**src/rtl/prefetch_fetch_unit_pkg.sv**
```systemverilog
// Shared defaults and helpers for the prefetching fetch stage.
package prefetch_fetch_unit_pkg;

  localparam int          DEF_ADDR_W   = 32;
  localparam int          DEF_INSTR_W  = 32;
  localparam int          DEF_DEPTH    = 4;
  localparam logic [31:0] DEF_RESET_PC = 32'h0000_0000;
  localparam int          DEF_PC_INC   = 4;

  // True when one more fetch fits: buffered entries plus fetches still in
  // memory must stay below the queue depth, so every response has a slot.
  function automatic logic has_credit(input int count, input int outstanding, input int depth);
    return (count + outstanding) < depth;
  endfunction

endpackage

```
**src/rtl/prefetch_fetch_unit_fetch_queue.sv**
```systemverilog
// Synchronous FIFO used both for the {pc, instr} queue and for the in-flight
// PC tag queue. Flush empties it in one cycle; the head is read straight from
// the storage registers, so a push becomes visible the cycle after it lands.
module fetch_queue #(
  parameter int WIDTH = 64,
  parameter int DEPTH = 4
) (
  input  logic                       clk,
  input  logic                       rst,
  input  logic                       flush_i,
  input  logic                       push_i,
  input  logic [WIDTH-1:0]           wdata_i,
  input  logic                       pop_i,
  output logic [WIDTH-1:0]           rdata_o,
  output logic [$clog2(DEPTH+1)-1:0] count_o,
  output logic                       empty_o,
  output logic                       full_o
);

  localparam int CNT_W = $clog2(DEPTH+1);
  localparam int PTR_W = $clog2(DEPTH);

  logic [WIDTH-1:0] mem_q [DEPTH];
  logic [PTR_W-1:0] wr_ptr_q;
  logic [PTR_W-1:0] rd_ptr_q;
  logic [CNT_W-1:0] count_q;
  logic             push_en;
  logic             pop_en;

  assign empty_o = (count_q == CNT_W'(0));
  assign full_o  = (count_q == CNT_W'(DEPTH));
  assign count_o = count_q;
  assign rdata_o = mem_q[rd_ptr_q];

  // Effective push/pop: reset and flush win, pop on empty is ignored, and a
  // push into a full queue is only taken when the head leaves the same cycle.
  always_comb begin
    pop_en  = 1'b0;
    push_en = 1'b0;
    if (rst || flush_i) begin
      pop_en  = 1'b0;
      push_en = 1'b0;
    end else begin
      pop_en  = pop_i && !empty_o;
      push_en = push_i && (!full_o || pop_en);
    end
  end

  // Pointer and occupancy bookkeeping.
  always_ff @(posedge clk) begin
    if (rst || flush_i) begin
      wr_ptr_q <= '0;
      rd_ptr_q <= '0;
      count_q  <= '0;
    end else begin
      if (push_en) wr_ptr_q <= wr_ptr_q + PTR_W'(1);
      if (pop_en)  rd_ptr_q <= rd_ptr_q + PTR_W'(1);
      case ({push_en, pop_en})
        2'b10:   count_q <= count_q + CNT_W'(1);
        2'b01:   count_q <= count_q - CNT_W'(1);
        default: count_q <= count_q;
      endcase
    end
  end

  // Entry storage; contents are don't-care until counted as valid.
  always_ff @(posedge clk) begin
    if (push_en) mem_q[wr_ptr_q] <= wdata_i;
  end

  fetch_queue_chk u_chk (
    .clk   (clk),
    .rst   (rst),
    .push  (push_i),
    .pop   (pop_i),
    .flush (flush_i),
    .full  (full_o)
  );

endmodule

// Overflow checker: the credit scheme must never push into a full queue.
module fetch_queue_chk (
  input logic clk,
  input logic rst,
  input logic push,
  input logic pop,
  input logic flush,
  input logic full
);

  a_no_overflow: assert property (@(posedge clk) disable iff (rst)
    !(push && full && !pop && !flush));

endmodule

```
**src/rtl/prefetch_fetch_unit.sv**
```systemverilog
// Prefetching fetch stage: issues up to DEPTH fetches ahead of decode, tags
// each with its PC, queues responses in order and discards responses that
// belong to fetches issued before a taken branch.
module prefetch_fetch_unit
  import prefetch_fetch_unit_pkg::*;
#(
  parameter int                ADDR_W   = DEF_ADDR_W,
  parameter int                INSTR_W  = DEF_INSTR_W,
  parameter int                DEPTH    = DEF_DEPTH,
  parameter logic [ADDR_W-1:0] RESET_PC = ADDR_W'(DEF_RESET_PC),
  parameter int                PC_INC   = DEF_PC_INC
) (
  input  logic               clk,
  input  logic               rst,
  input  logic               branch_taken,
  input  logic [ADDR_W-1:0]  branch_target,
  output logic               imem_req_valid,
  input  logic               imem_req_ready,
  output logic [ADDR_W-1:0]  imem_req_addr,
  input  logic               imem_rsp_valid,
  input  logic [INSTR_W-1:0] imem_rsp_data,
  output logic               instr_valid,
  input  logic               instr_ready,
  output logic [INSTR_W-1:0] instr_out,
  output logic [ADDR_W-1:0]  pc_out
);

  localparam int CNT_W = $clog2(DEPTH+1);
  localparam int ENT_W = ADDR_W + INSTR_W;

  logic [ADDR_W-1:0] fetch_pc_q, fetch_pc_d;
  logic [CNT_W-1:0]  drop_cnt_q, drop_cnt_d;

  logic [CNT_W-1:0]  outstanding;
  logic [CNT_W-1:0]  q_count;
  logic [ADDR_W-1:0] tag_pc;
  logic              tag_empty, tag_full;
  logic [ENT_W-1:0]  q_rdata;
  logic              q_empty, q_full;
  logic              unused_flags;

  logic req_fire, rsp_fire, rsp_keep, pop_fire;

  // The tag queue occupancy is the number of fetches still in memory.
  assign unused_flags   = tag_empty ^ tag_full ^ q_full;
  assign imem_req_valid = !rst && !branch_taken &&
                          has_credit(int'(q_count), int'(outstanding), DEPTH);
  assign imem_req_addr  = fetch_pc_q;
  assign req_fire       = imem_req_valid && imem_req_ready;
  assign rsp_fire       = imem_rsp_valid && !rst;
  assign rsp_keep       = rsp_fire && (drop_cnt_q == CNT_W'(0)) && !branch_taken;
  assign instr_valid    = !q_empty;
  assign pop_fire       = instr_valid && instr_ready && !branch_taken;

  // Next fetch address: a branch redirects, an accepted request advances.
  always_comb begin
    fetch_pc_d = fetch_pc_q;
    if (branch_taken) begin
      fetch_pc_d = branch_target;
    end else if (req_fire) begin
      fetch_pc_d = fetch_pc_q + ADDR_W'(PC_INC);
    end else begin
      fetch_pc_d = fetch_pc_q;
    end
  end

  // On a branch every fetch left in memory becomes stale; older pending
  // drops are already part of that in-flight total.
  always_comb begin
    drop_cnt_d = drop_cnt_q;
    if (branch_taken) begin
      drop_cnt_d = outstanding - CNT_W'(rsp_fire);
    end else if (rsp_fire && (drop_cnt_q != CNT_W'(0))) begin
      drop_cnt_d = drop_cnt_q - CNT_W'(1);
    end else begin
      drop_cnt_d = drop_cnt_q;
    end
  end

  // Fetch PC and drop counter state.
  always_ff @(posedge clk) begin
    if (rst) begin
      fetch_pc_q <= RESET_PC;
      drop_cnt_q <= '0;
    end else begin
      fetch_pc_q <= fetch_pc_d;
      drop_cnt_q <= drop_cnt_d;
    end
  end

  // In-flight PC tags: never flushed, so stale responses still retire their tag.
  fetch_queue #(.WIDTH(ADDR_W), .DEPTH(DEPTH)) u_tag_q (
    .clk     (clk),
    .rst     (rst),
    .flush_i (1'b0),
    .push_i  (req_fire),
    .wdata_i (fetch_pc_q),
    .pop_i   (rsp_fire),
    .rdata_o (tag_pc),
    .count_o (outstanding),
    .empty_o (tag_empty),
    .full_o  (tag_full)
  );

  // Decoded-side queue of {pc, instr}; a branch clears it.
  fetch_queue #(.WIDTH(ENT_W), .DEPTH(DEPTH)) u_instr_q (
    .clk     (clk),
    .rst     (rst),
    .flush_i (branch_taken),
    .push_i  (rsp_keep),
    .wdata_i ({tag_pc, imem_rsp_data}),
    .pop_i   (pop_fire),
    .rdata_o (q_rdata),
    .count_o (q_count),
    .empty_o (q_empty),
    .full_o  (q_full)
  );

  // Head presentation; outputs read as zero whenever nothing is queued.
  always_comb begin
    instr_out = '0;
    pc_out    = '0;
    if (q_empty) begin
      instr_out = '0;
      pc_out    = '0;
    end else begin
      instr_out = q_rdata[INSTR_W-1:0];
      pc_out    = q_rdata[ENT_W-1:INSTR_W];
    end
  end

endmodule
```
**config.mk**
```make
export PLATFORM = sky130hd
export DESIGN_NAME = prefetch_fetch_unit
export DESIGN_NICKNAME = d
export VERILOG_FILES = /design/src/rtl/prefetch_fetch_unit_pkg.sv /design/src/rtl/prefetch_fetch_unit_fetch_queue.sv /design/src/rtl/prefetch_fetch_unit.sv
export SDC_FILE = /design/constraint.sdc
export NUM_CORES = 1
export LEC_CHECK = 0
export CORE_ASPECT_RATIO = 0.5
export CORE_MARGIN = 5
export CORE_UTILIZATION = 39
export DETAILED_ROUTE_END_ITERATION = 7
export DONT_BUFFER_PORTS = 1
export GPL_TIMING_DRIVEN = 1
export SYNTH_ARGS = -nofsm -noshare
export SYNTH_HDL_FRONTEND = slang
export SYNTH_SLANG_ARGS = --single-unit
```
**constraint.sdc**
```tcl
create_clock -name clk -period 6.48 [get_ports clk]
set_input_delay 0.648 -clock clk [delete_from_list [all_inputs] [get_ports clk]]
set_output_delay 0.648 -clock clk [all_outputs]
set_load 0.02 [all_outputs]
```
## Yosys cells after proc, flatten, opt, wreduce, memory -nomap -nowiden

Memory sizes are Yosys's and may differ from the RTL's. A register that Yosys moved wholly into a read port is not among the register bits.
Index checks and enable logic that the tools add are counted.

- Bits in registers: 49
- Logic and storage cells: 79
- Memories kept: 2
- Output and inout bits: 98
- Bits of input ports: 70
- Memory bits (writable): 384

- Magnitude comparators: 1
- Reductions and logical operators: 30
- Multiplexer cells: 20
- $add $sub $neg: 12
- Equality and inequality tests: 6

Memory list:

| name | depth | bits a word | read ports | clocked after memory_dff | write ports | RTL line | RTL |
|---|---|---|---|---|---|---|---|
| u_instr_q.mem_q | 4 | 64 | 1 | 1 | 1 | prefetch_fetch_unit_fetch_queue.sv:23 | `logic [WIDTH-1:0] mem_q [DEPTH];` |
| u_tag_q.mem_q | 4 | 32 | 1 | 1 | 1 | prefetch_fetch_unit_fetch_queue.sv:23 |  |

Operators by type and width:

| operator | count |
|---|---|
| $mux 32 | 4 |
| $add 32x3->32 const B | 1 |
| $logic_and 1x1->1 | 13 |
| $pmux 3 s2 | 2 |
| $logic_not 3->1 | 3 |
| $sub 3x1->3 const B | 3 |
| $add 2x1->2 const B | 4 |
| $mux 1 | 8 |
| $mux 2 | 4 |
| $reduce_bool 2->1 | 4 |
| $add 3x1->3 const B | 2 |
| $eq 3x3->1 const B | 2 |
| $logic_not 1->1 | 6 |
| $mux 3 | 2 |
| $add 3x3->4 | 1 |
| $eq 2x1->1 const B | 2 |
| $eq 2x2->1 const B | 2 |
| $lt 4x3->1 const B | 1 |
| $logic_or 1x1->1 | 3 |
| $reduce_bool 3->1 | 1 |
| $sub 3x1->3 | 1 |

## Longest topological paths before layout

Gate-level depths: netlist of run 1.

- Word-level depth: 10
- Mapped depth: 12
- Gate-level depth less buffers: 12

## Hierarchy

A second synthesis of run 1 with hierarchy kept.

- Cell total of the unflattened synthesis: 945
- Area, all modules: 17374.2 sq um

Modules (own cells, without submodules):

| module | sequential area each (sq um) | cells an instance | area an instance (sq um) | instances |
|---|---|---|---|---|
| fetch_queue at u_instr_q | 7867.5 | 389 | 9713.1 | 1 |
| fetch_queue at u_tag_q | 4023.9 | 222 | 5114.9 | 1 |
| prefetch_fetch_unit | 700.7 | 334 | 2546.2 | 1 |

## Worst setup path before layout of run 1

No wires, ideal clock.

- Path kind: in2reg
- From: input port rst
- To: memory u_instr_q.mem_q[0][0], enable pin
- Path slack: 2.830 ns
- Library setup time: 0.429 ns
- Buffers on the path: 2
- Data required time: 6.051 ns
- Cell stages on the path: 5
- Arrival time: 3.221 ns
- Cells stage by stage: buf_6 -> or2_2 -> clkbuf_1 -> a311oi_2 -> and2_1

- Cells in the longest elaborated chain, start to end: 8
- Elaborated cells on any way between the ends: 9
- Those cells by class: 3 x mux; 6 x reduce/logical

RTL lines:

| element | RTL line | RTL |
|---|---|---|
| from (decl) | prefetch_fetch_unit.sv:14 | `input logic rst,` |
| $logic_not 1->1 | prefetch_fetch_unit.sv:50 | `assign rsp_fire = imem_rsp_valid && !rst;` |
| $logic_and 1x1->1 | prefetch_fetch_unit.sv:50 |  |
| $logic_and 1x1->1 (2 in a row) | prefetch_fetch_unit.sv:51 | `assign rsp_keep = rsp_fire && (drop_cnt_q == CNT_W'(0)) && !branch_taken;` |
| $logic_and 1x1->1 | prefetch_fetch_unit_fetch_queue.sv:45 | `push_en = push_i && (!full_o \|\| pop_en);` |
| $mux 1 * | prefetch_fetch_unit_fetch_queue.sv:40 | `if (rst \|\| flush_i) begin` |
| $mux 1 * | prefetch_fetch_unit_fetch_queue.sv:68 | `if (push_en) mem_q[wr_ptr_q] <= wdata_i;` |
| $mux 1 (not written as such) * | prefetch_fetch_unit_fetch_queue.sv:68 |  |
| to (decl) | prefetch_fetch_unit_fetch_queue.sv:23 |  |

Mark *: on every way between the ends. The rest lies on a longest branch, timed or not.

==> impl_metrics.toml, run 1 <==
[placed_design]
globalplace.congestion = 0.786
hpwl_um = 22300
io_buffers = 0
post-place-ws_ps = 3030

[floorplanning]
die_h_um = 159
die_width_um = 308
rows = 54
core_area_um2 = 43700
dieArea_um2 = 48900
ios = 168
start_util_pct = 39.6

[critical_path]
worst-path-buf-inv = 1
critPathSlowestCell = "dfxtp_4"
path_cells = "buf_4 > mux4_2 > and2_1"
worst_setup_path_end_kind = "primary output"
startpoint_type = "register"
crit_arrival_ps = 2850
critPathKind = "register to primary output"
required_ps = 5830
crit_fanout = 38
cp_top_family = "flip-flops"
slowest_delay_ps = 850

[sta]
period_share_pct = 54.0
finalClockSkew_ps = 14.8
setup_viol = 0
fmax_ghz = 0.286
hold_violations = 0
max_slew.worst_pin.slew_ps = 1140
finalCriticalPeriod_ps = 3500
maxSlewViolCount = 0
whs_ps = 173
setup_tns_ps = 0
grt_setup_unrepaired = "false"
worst_slack_ps = 2980
slew_headroom_pct = 23.5

[routing]
vias = 8549
ant_nets = 0
first_pass_iters = 4
drc = 0
wl_per_cell_um = 23.2
drt_wl_total_um = 36500
drtIter0Drc = 702
viasPerCell = 5.43

[yosys]
synth_edf_count = 384
ys.flop_type = "edfxtp_1"
synthesis.nets = 1037
netlist.top_cell.by_area = "edfxtp_1"
syn_inst = 948
synth_cell_type_count = 55
synthArstFlopShare_pct = 0
yosys_register_bits = 437
yosysSeqAreaShare_pct = 72.8
syn_area_um2 = 17300
netlist.area_leader.share_pct = 66.7
avgSynthCellArea_um2 = 18.2
yosysWarnings = 0
synth_area_leaders = "edfxtp_1 67%, mux4_2 13%, dfxtp_1 6.1%"

[cts]
clock-root-buffer = "clkbuf_16"
htreeDepth = 2
numCtsBuffers = 41
cts_resized = 0
post_cts_buffers = 0
clk_pin_slew_worst_paths_ps = 60
cts_max_path_buffers = 3
clk_latency_ps = 540
tritoncts = "done"
cts.sinks = 437
holdBufCountCts = 0

[pwr]
power_leakage_nw = 5.94
fin_total_pwr_mw = 5.55
ir_drop_mv = 0.160
power_density_nw_per_um2 = 290

[global_routing]
grt-ovfl-total = 0
antenna_found_initial = 3
grt_pass1_wl_um = 55700
grt_pass1_vias = 8785
grt_start_max_net_pins = 68
grt_use_total_pct = 14.8

[worst_hold_path]
hold_path_class = "primary input to register"

[finish]
syn_to_final_growth_pct = 10.8
nets = 1044
final_layout_size_suffix_gt1_share_pct = 18.5
utilization_pct = 43.8

[run]
drv_cap = 0

[outcome]
status = "finished, final reports clean"
==> report_power, final <==
group	switching [mW]	total, mW	internal [mW]
registers	0.0663	3.17	3.10
logic	0.0860	0.145	0.0588
clock network	0.985	2.24	1.26
total	1.14	5.55	4.42
==> path summary, 6_finish.rpt <==
| check | from | end | slack (ps) | cells past startpoint |
|---|---|---|---|---|
| worst min-delay path | rst | u_tag_q.count_o[0]$_SDFFE_PP0P_ | 170 | 1 |
| worst max-delay path | register | instr_out[5] | 2980 | 3 |
| worst min register to register | u_instr_q.rd_ptr_q[1]$_SDFFE_PP0P_ | u_instr_q.rd_ptr_q[1]$_SDFFE_PP0P_ | 530 | 2 |
| worst max register to register | u_instr_q.count_o[1]$_SDFFE_PP0P_ | u_tag_q.count_o[2]$_SDFFE_PP0P_ | 3150 | 11 |
==> per-layer routing <==
metal,up-vias,wire length (um),GRT usage (%)
li1,3766,-,-
met1,4485,15200,19.8
met2,222,18400,24.6
met3,72,1770,2.94
met4,4,1070,4.62
met5,-,27,0
==> registers in the layout, summed over array words and instances, names as in the netlist, named ones only <==
name and count:
drop_cnt_q 3, imem_req_addr 32, u_instr_q.count_o 3, u_instr_q.mem_q 256, u_instr_q.rd_ptr_q 2, u_instr_q.wr_ptr_q 2, u_tag_q.count_o 3, u_tag_q.mem_q 128
u_tag_q.rd_ptr_q 2, u_tag_q.wr_ptr_q 2
==> metrics by stage <==
stage	cells	area, um2
after CTS	1572	19200
after detailed placement	1500	17900
after global routing	1573	19200
final	1573	19200
after global placement	1500	17900
after floorplan	948	17300
==> cells in the mapped netlist, types with 9 or more instances <==
master / number
and3_1: 9
a31oi_1: 16
nand4_1: 16
nand3_1: 12
xor2_1: 12
dfxtp_1: 53
nand2_1: 35
edfxtp_1: 384
a21oi_1: 15
buf_2: 10
ha_1: 17
o21ai_0: 14
inv_1: 22
clkbuf_1: 29
and2_1: 75
nor2_1: 46
mux4_2: 96
==> area by class of cell <==
type,instances,area [um2]
Multi-Input combinational cell,444,4430
Tap cell,588,736
Inverter,22,82.6
Clock buffer,57,1130
Clock inverter,15,111
Antenna cell,1,2.50
Timing Repair Buffer,9,67.6
Sequential cell,437,12600
Fill cell,3711,24600
==> worst reg2reg max path, stage by stage (launching register included) <==
cell	delay (ps)
dfxtp_1	450
ha_1	280
a31oi_1	320
nand3_2	560
nor2_1	590
inv_1	90
ha_1	220
inv_1	70
fa_1	170
xor2_1	70
or3_1	320
a21oi_1	140
==> logic make-up (layout without fill, tap and decap cells) <==
family          after synthesis  count (layout)  share of synthesized area (%)
compound gates               67              67                           2.51
xor+xnor                     19              19                          0.962
fa+ha+maj                    19              19                           1.46
buf+inv                      67             103                           1.64
flops                       437             437                           72.8
mux                         103             103                           12.9
other cells                   0               1                              0
simple gates                236             236                           7.68
==> cell usage in the layout, fill, tap and decap left out, types with 6 or more instances in the layout <==
master     Yosys  layout
edfxtp_1     384     384
mux4_2        96      96
and2_1        75      71
dfxtp_1       53      50
nor2_1        46      46
clkbuf_16      0      42
nand2_1       35      35
inv_1         22      22
ha_1          17      17
a31oi_1       16      16
nand4_1       16      16
a21oi_1       15      15
o21ai_0       14      14
clkbuf_1      29      13
xor2_1        12      12
nand3_1       12      12
and3_1         9       9
buf_4          1       9
nor3_1         7       7
xnor2_1        7       7
clkinv_2       0       6
(Power assumes the default switching activity.)
==> run 2: changes to the inputs <==
clock period = 2.85 ns   (was 6.48 ns; I/O delays follow)
==> impl_metrics.toml, run 2 (synthesized netlist as in run 1, its figures left out) <==
[outcome]
status = "finished, final reports clean"

[finish]
utilization_pct = 46.8
regMostFlops = "u_instr_q.mem_q"
nets = 1162
nFillCells = 3627
largest_register_ffs = 256
final_cell_mix = "384 x edfxtp_1, 96 x mux4_2, 71 x and2_1"
final_layout_size_suffix_gt1_share_pct = 21.6
design_area_um2 = 20500
syn_to_final_growth_pct = 18.4
final_common_cell = "edfxtp_1"

[critical_path]
required_ps = 2570
path_cells = "buf_12 > mux4_2 > and2_1"
worst_setup_path_end_kind = "primary output"
crit_arrival_ps = 2340
startpoint_type = "register"
worst-path-buf-inv = 1
crit_fanout = 27
slowest_delay_ps = 640
critPathSlowestCell = "dfxtp_4"
critPathKind = "register to primary output"
cp_top_family = "flip-flops"

[sta]
setup_viol = 0
period_share_pct = 92.0
hold_violations = 0
setup_tns_ps = 0
grt_setup_unrepaired = "false"
maxSlewViolCount = 0
finalClockSkew_ps = 30.1
finalCriticalPeriod_ps = 2620
max_slew.worst_pin.slew_ps = 746
whs_ps = 26.7
slew_headroom_pct = 50.1
fmax_ghz = 0.382

[floorplanning]
rows = 54
start_util_pct = 39.6
ios = 168
die_width_um = 308
die_h_um = 159
dieArea_um2 = 48900
core_area_um2 = 43700

[pwr]
fin_total_pwr_mw = 12.8
power_leakage_nw = 6.56
ir_drop_mv = 0.367
power_density_nw_per_um2 = 626

[routing]
ant_nets = 0
first_pass_iters = 5
drtIter0Drc = 845
drt_wl_total_um = 37600
viasPerCell = 5.34
vias = 9008
drc = 0
wl_per_cell_um = 22.3

[placed_design]
io_buffers = 0
hpwl_um = 24800
place_area_um2 = 18500
globalplace.congestion = 0.821

[global_routing]
grt-ovfl-total = 0
grt_use_total_pct = 15.3
grt_pass1_vias = 9466
antenna_found_initial = 1
grt_pass1_wl_um = 58300
grt_start_max_net_pins = 67

[cts]
cts_max_path_buffers = 3
cts.sinks = 437
numCtsBuffers = 40
htreeDepth = 2
clock-root-buffer = "clkbuf_16"
cts_resized = 0
tritoncts = "done"
clk_latency_ps = 550
clk_pin_slew_worst_paths_ps = 60

[run]
drv_cap = 0

[worst_hold_path]
hold_path_class = "primary input to register"
## run 2: cell types whose count changed in the layout (fill, tap and decap cells not counted), moves of 2 or more
cell,before,now
clkbuf_16,42,40
clkinv_1,5,3
buf_4,9,40
clkbuf_1,13,4
clkinv_2,6,9
buf_12,0,19
dlygate4sd3_1,0,69
clkbuf_8,2,4
## run 2: per-stage QoR
stage | setup WS (ps) | std cells
floorplan | 132 | 948
detailed placement | 440 | 1549
global route | 63.0 | 1686
CTS | 145 | 1685
finish | 229 | 1686
global placement | 493 | 1549
## run 2: repair_timing
action / 4_1_cts / 5_1_grt
endpoints found under the hold margin: 173 / 0
hold buffers: 70 / 0
buffers inserted: 0 / 0
## run 2: report_power, final
| part | internal [mW] | switching (mW) | leakage [nW] | total (mW) |
|---|---|---|---|---|
| combinational | 0.236 | 0.314 | 2.00 | 0.549 |
| clock | 2.87 | 2.25 | 0.620 | 5.12 |
| sequential | 7.05 | 0.0920 | 3.94 | 7.14 |
| total | 10.2 | 2.65 | 6.56 | 12.8 |
## run 2: cell type report
| cell class | count | area (um2) | area share (%) |
|---|---|---|---|
| tap | 588 | 736 | 3.59 |
| multi-input combinational | 444 | 4430 | 21.7 |
| clock buffer | 48 | 1070 | 5.23 |
| sequential | 437 | 12600 | 61.6 |
| inverter | 22 | 82.6 | 0.403 |
| antenna | 1 | 2.50 | 0.0122 |
| clock inverter | 18 | 170 | 0.831 |
| timing repair buffer | 128 | 1370 | 6.70 |
## run 2: per-layer routing
layer	track usage, %	share of wire, %	vias to the layer above
met1	20.1	41	4636
met4	3.47	2.0	0
li1	-	-	4003
met2	26.4	51	298
met3	3.09	5.7	71
met5	0	0	-
## run 2: final timing paths
kind	from	end	slack (ps)	depth (start not counted)
max	register	pc_out[17]	230	3
min	rst	imem_req_addr[26]$_SDFFE_PP0N_	30	3
max reg2reg	u_tag_q.count_o[2]$_SDFFE_PP0P_	imem_req_addr[19]$_SDFFE_PP0N_	290	8
min reg2reg	u_instr_q.wr_ptr_q[1]$_SDFFE_PP0P_	u_instr_q.wr_ptr_q[1]$_SDFFE_PP0P_	550	2
## run 2: tightest hold or removal path: cells and delay by family
| kind | cells | cell delay (ps) |
|---|---|---|
| simple gates | 3 | 230 |
==> run 3: changes to the inputs <==
CELL_PAD_IN_SITES_DETAIL_PLACEMENT = 1   (was not set)
CELL_PAD_IN_SITES_GLOBAL_PLACEMENT = 1   (was not set)
GPL_TIMING_DRIVEN = 0   (was 1)
PLACE_DENSITY_LB_ADDON = 0.1   (was not set)
clock period = 2.4 ns   (was 2.85 ns; I/O delays follow)
==> impl_metrics.toml, run 3 (synthesized netlist as in run 1, its figures left out) <==
[outcome]
status = "finished, final reports clean"

[worst_hold_path]
hold_path_class = "primary input to register"
hold_depth = 3
hold_end = "imem_req_addr[13]$_SDFFE_PP0N_"
hold_start = "rst"

[pwr]
power_density_nw_per_um2 = 760
sw_frac_of_total_pct = 21.2
combPwrFrac_pct = 3.9
power_leakage_nw = 6.52
ir_drop_mv = 0.437
clkPwrFrac_pct = 41.2
seqPwrFrac_pct = 54.9
fin_total_pwr_mw = 15.6
p_int_mw = 12.3
switchingPower_mw = 3.30

[cts]
clk_latency_ps = 540
clk_pin_slew_worst_paths_ps = 70
cts.sinks = 437
tritoncts = "done"
htreeDepth = 2
clock-root-buffer = "clkbuf_16"
cts_max_path_buffers = 3
numCtsBuffers = 41

[global_routing]
grt-ovfl-total = 0
grt_use_total_pct = 17.1
grt_start_max_net_pins = 33
antenna_found_initial = 3
grt_pass1_vias = 9742
grt_pass1_wl_um = 63200

[finish]
design_area_um2 = 20500
final_cell_mix = "384 x edfxtp_1, 96 x mux4_2, 66 x dlygate4sd3_1"
regMostFlops = "u_instr_q.mem_q"
nets = 1166
utilization_pct = 46.9
largest_register_ffs = 256
final_common_cell = "edfxtp_1"
syn_to_final_growth_pct = 18.5
final_layout_size_suffix_gt1_share_pct = 25.0

[sta]
hold_violations = 0
maxSlewViolCount = 0
fmax_ghz = 0.427
finalClockSkew_ps = 22.2
grt_setup_unrepaired = "true"
period_share_pct = 97.5
finalCriticalPeriod_ps = 2340
slew_headroom_pct = 45.3
setup_tns_ps = 0
max_slew.worst_pin.slew_ps = 821
setup_viol = 0

[floorplanning]
dieArea_um2 = 48900
rows = 54
die_h_um = 159
ios = 168
core_area_um2 = 43700
start_util_pct = 39.6
die_width_um = 308

[critical_path]
crit_arrival_ps = 2800
r2r_end = "u_instr_q.count_o[2]$_SDFFE_PP0P_"
r2r-start = "u_instr_q.count_o[2]$_SDFFE_PP0P_"
reg2reg_setup_slack_ps = 60
crit_fanout = 5
startpoint_type = "register"
rr_worst_depth = 10
required_ps = 2860
worst_setup_path_end_kind = "register"
critPathKind = "register to register"

[placed_design]
place_area_um2 = 18000
io_buffers = 0
globalplace.congestion = 0.783
hpwl_um = 26000

[routing]
first_pass_iters = 4
vias = 9142
drtIter0Drc = 649
drc = 0
ant_nets = 0
drt_wl_total_um = 43300
wl_per_cell_um = 25.5
viasPerCell = 5.39

[run]
drv_cap = 0
-- run 3: layer usage --
metal  vias up  wire [um]  part of all wire (%)  track usage (%)
met5         -         26                 0.060                0
met4         4        715                   1.7             3.32
met3        54       2160                   5.0             3.39
met2       176      21100                    49             28.4
met1      4879      19300                    45             23.9
li1       4029          -                     -                -
-- run 3: power by group through the flow --
stage,combinational [mW],clock [mW],sequential (mW)
final,0.611,6.42,8.55
after CTS,0.601,6.60,8.55
after global placement,0.449,0,8.70
after global routing,0.667,6.97,8.56
after detailed placement,0.464,0,8.72
after floorplan,0.326,0,8.65
-- run 3: critical path, cell delays in order, from the launching register on --
cell and delay [ps]:
dfxtp_4 370, or3_4 480, clkbuf_16 200, nand2_2 120, nor2_2 50, ha_2 200, inv_1 70, fa_2 210
xor2_1 70, or3_1 330, a21oi_2 150
-- run 3: worst max-delay path by stage --
stage                     slack [ps]                                end                         startpoint
after floorplan                   20    u_tag_q.count_o[2]$_SDFFE_PP0P_    u_tag_q.count_o[2]$_SDFFE_PP0P_
after global placement          -800  u_instr_q.count_o[2]$_SDFFE_PP0P_  u_instr_q.count_o[1]$_SDFFE_PP0P_
after detailed placement        -910  u_instr_q.count_o[2]$_SDFFE_PP0P_  u_instr_q.count_o[2]$_SDFFE_PP0P_
after CTS                         -9  u_instr_q.count_o[2]$_SDFFE_PP0P_  u_instr_q.count_o[0]$_SDFFE_PP0P_
after global routing              -4    u_tag_q.count_o[2]$_SDFFE_PP0P_    u_tag_q.count_o[1]$_SDFFE_PP0P_
final                             60  u_instr_q.count_o[2]$_SDFFE_PP0P_  u_instr_q.count_o[2]$_SDFFE_PP0P_
-- run 3: layout make-up --
type                       count  area (um2)
antenna                        2        5.00
buffer                        40         263
clock buffer                  58        1140
clock inverter                15         159
fill                        4116       23200
inverter                      22        82.6
multi-input combinational    452        4660
sequential                   437       12600
tap                          588         736
timing repair buffer          83         805
-- run 3: per-stage QoR --
step / hold WS, ps / instances / worst slack, ps
floorplan: 339 / 948 / 15.6
global placement: 339 / 1536 / -798
detailed placement: 339 / 1536 / -915
CTS: 17.0 / 1683 / -9.45
global route: 48.7 / 1696 / -3.88
finish: 54.5 / 1697 / 60.5
-- run 3: what timing repair did --
| action | 4_1_cts | 5_1_grt |
|---|---|---|
| setup endpoints to repair | 470 | 262 |
| endpoints found under the hold margin | 163 | 0 |
| setup buffers | 7 | 9 |
| gates cloned | 4 | 5 |
| gates resized for setup | 67 | 40 |
| hold buffers | 66 | 0 |
| pin swaps | 9 | 9 |
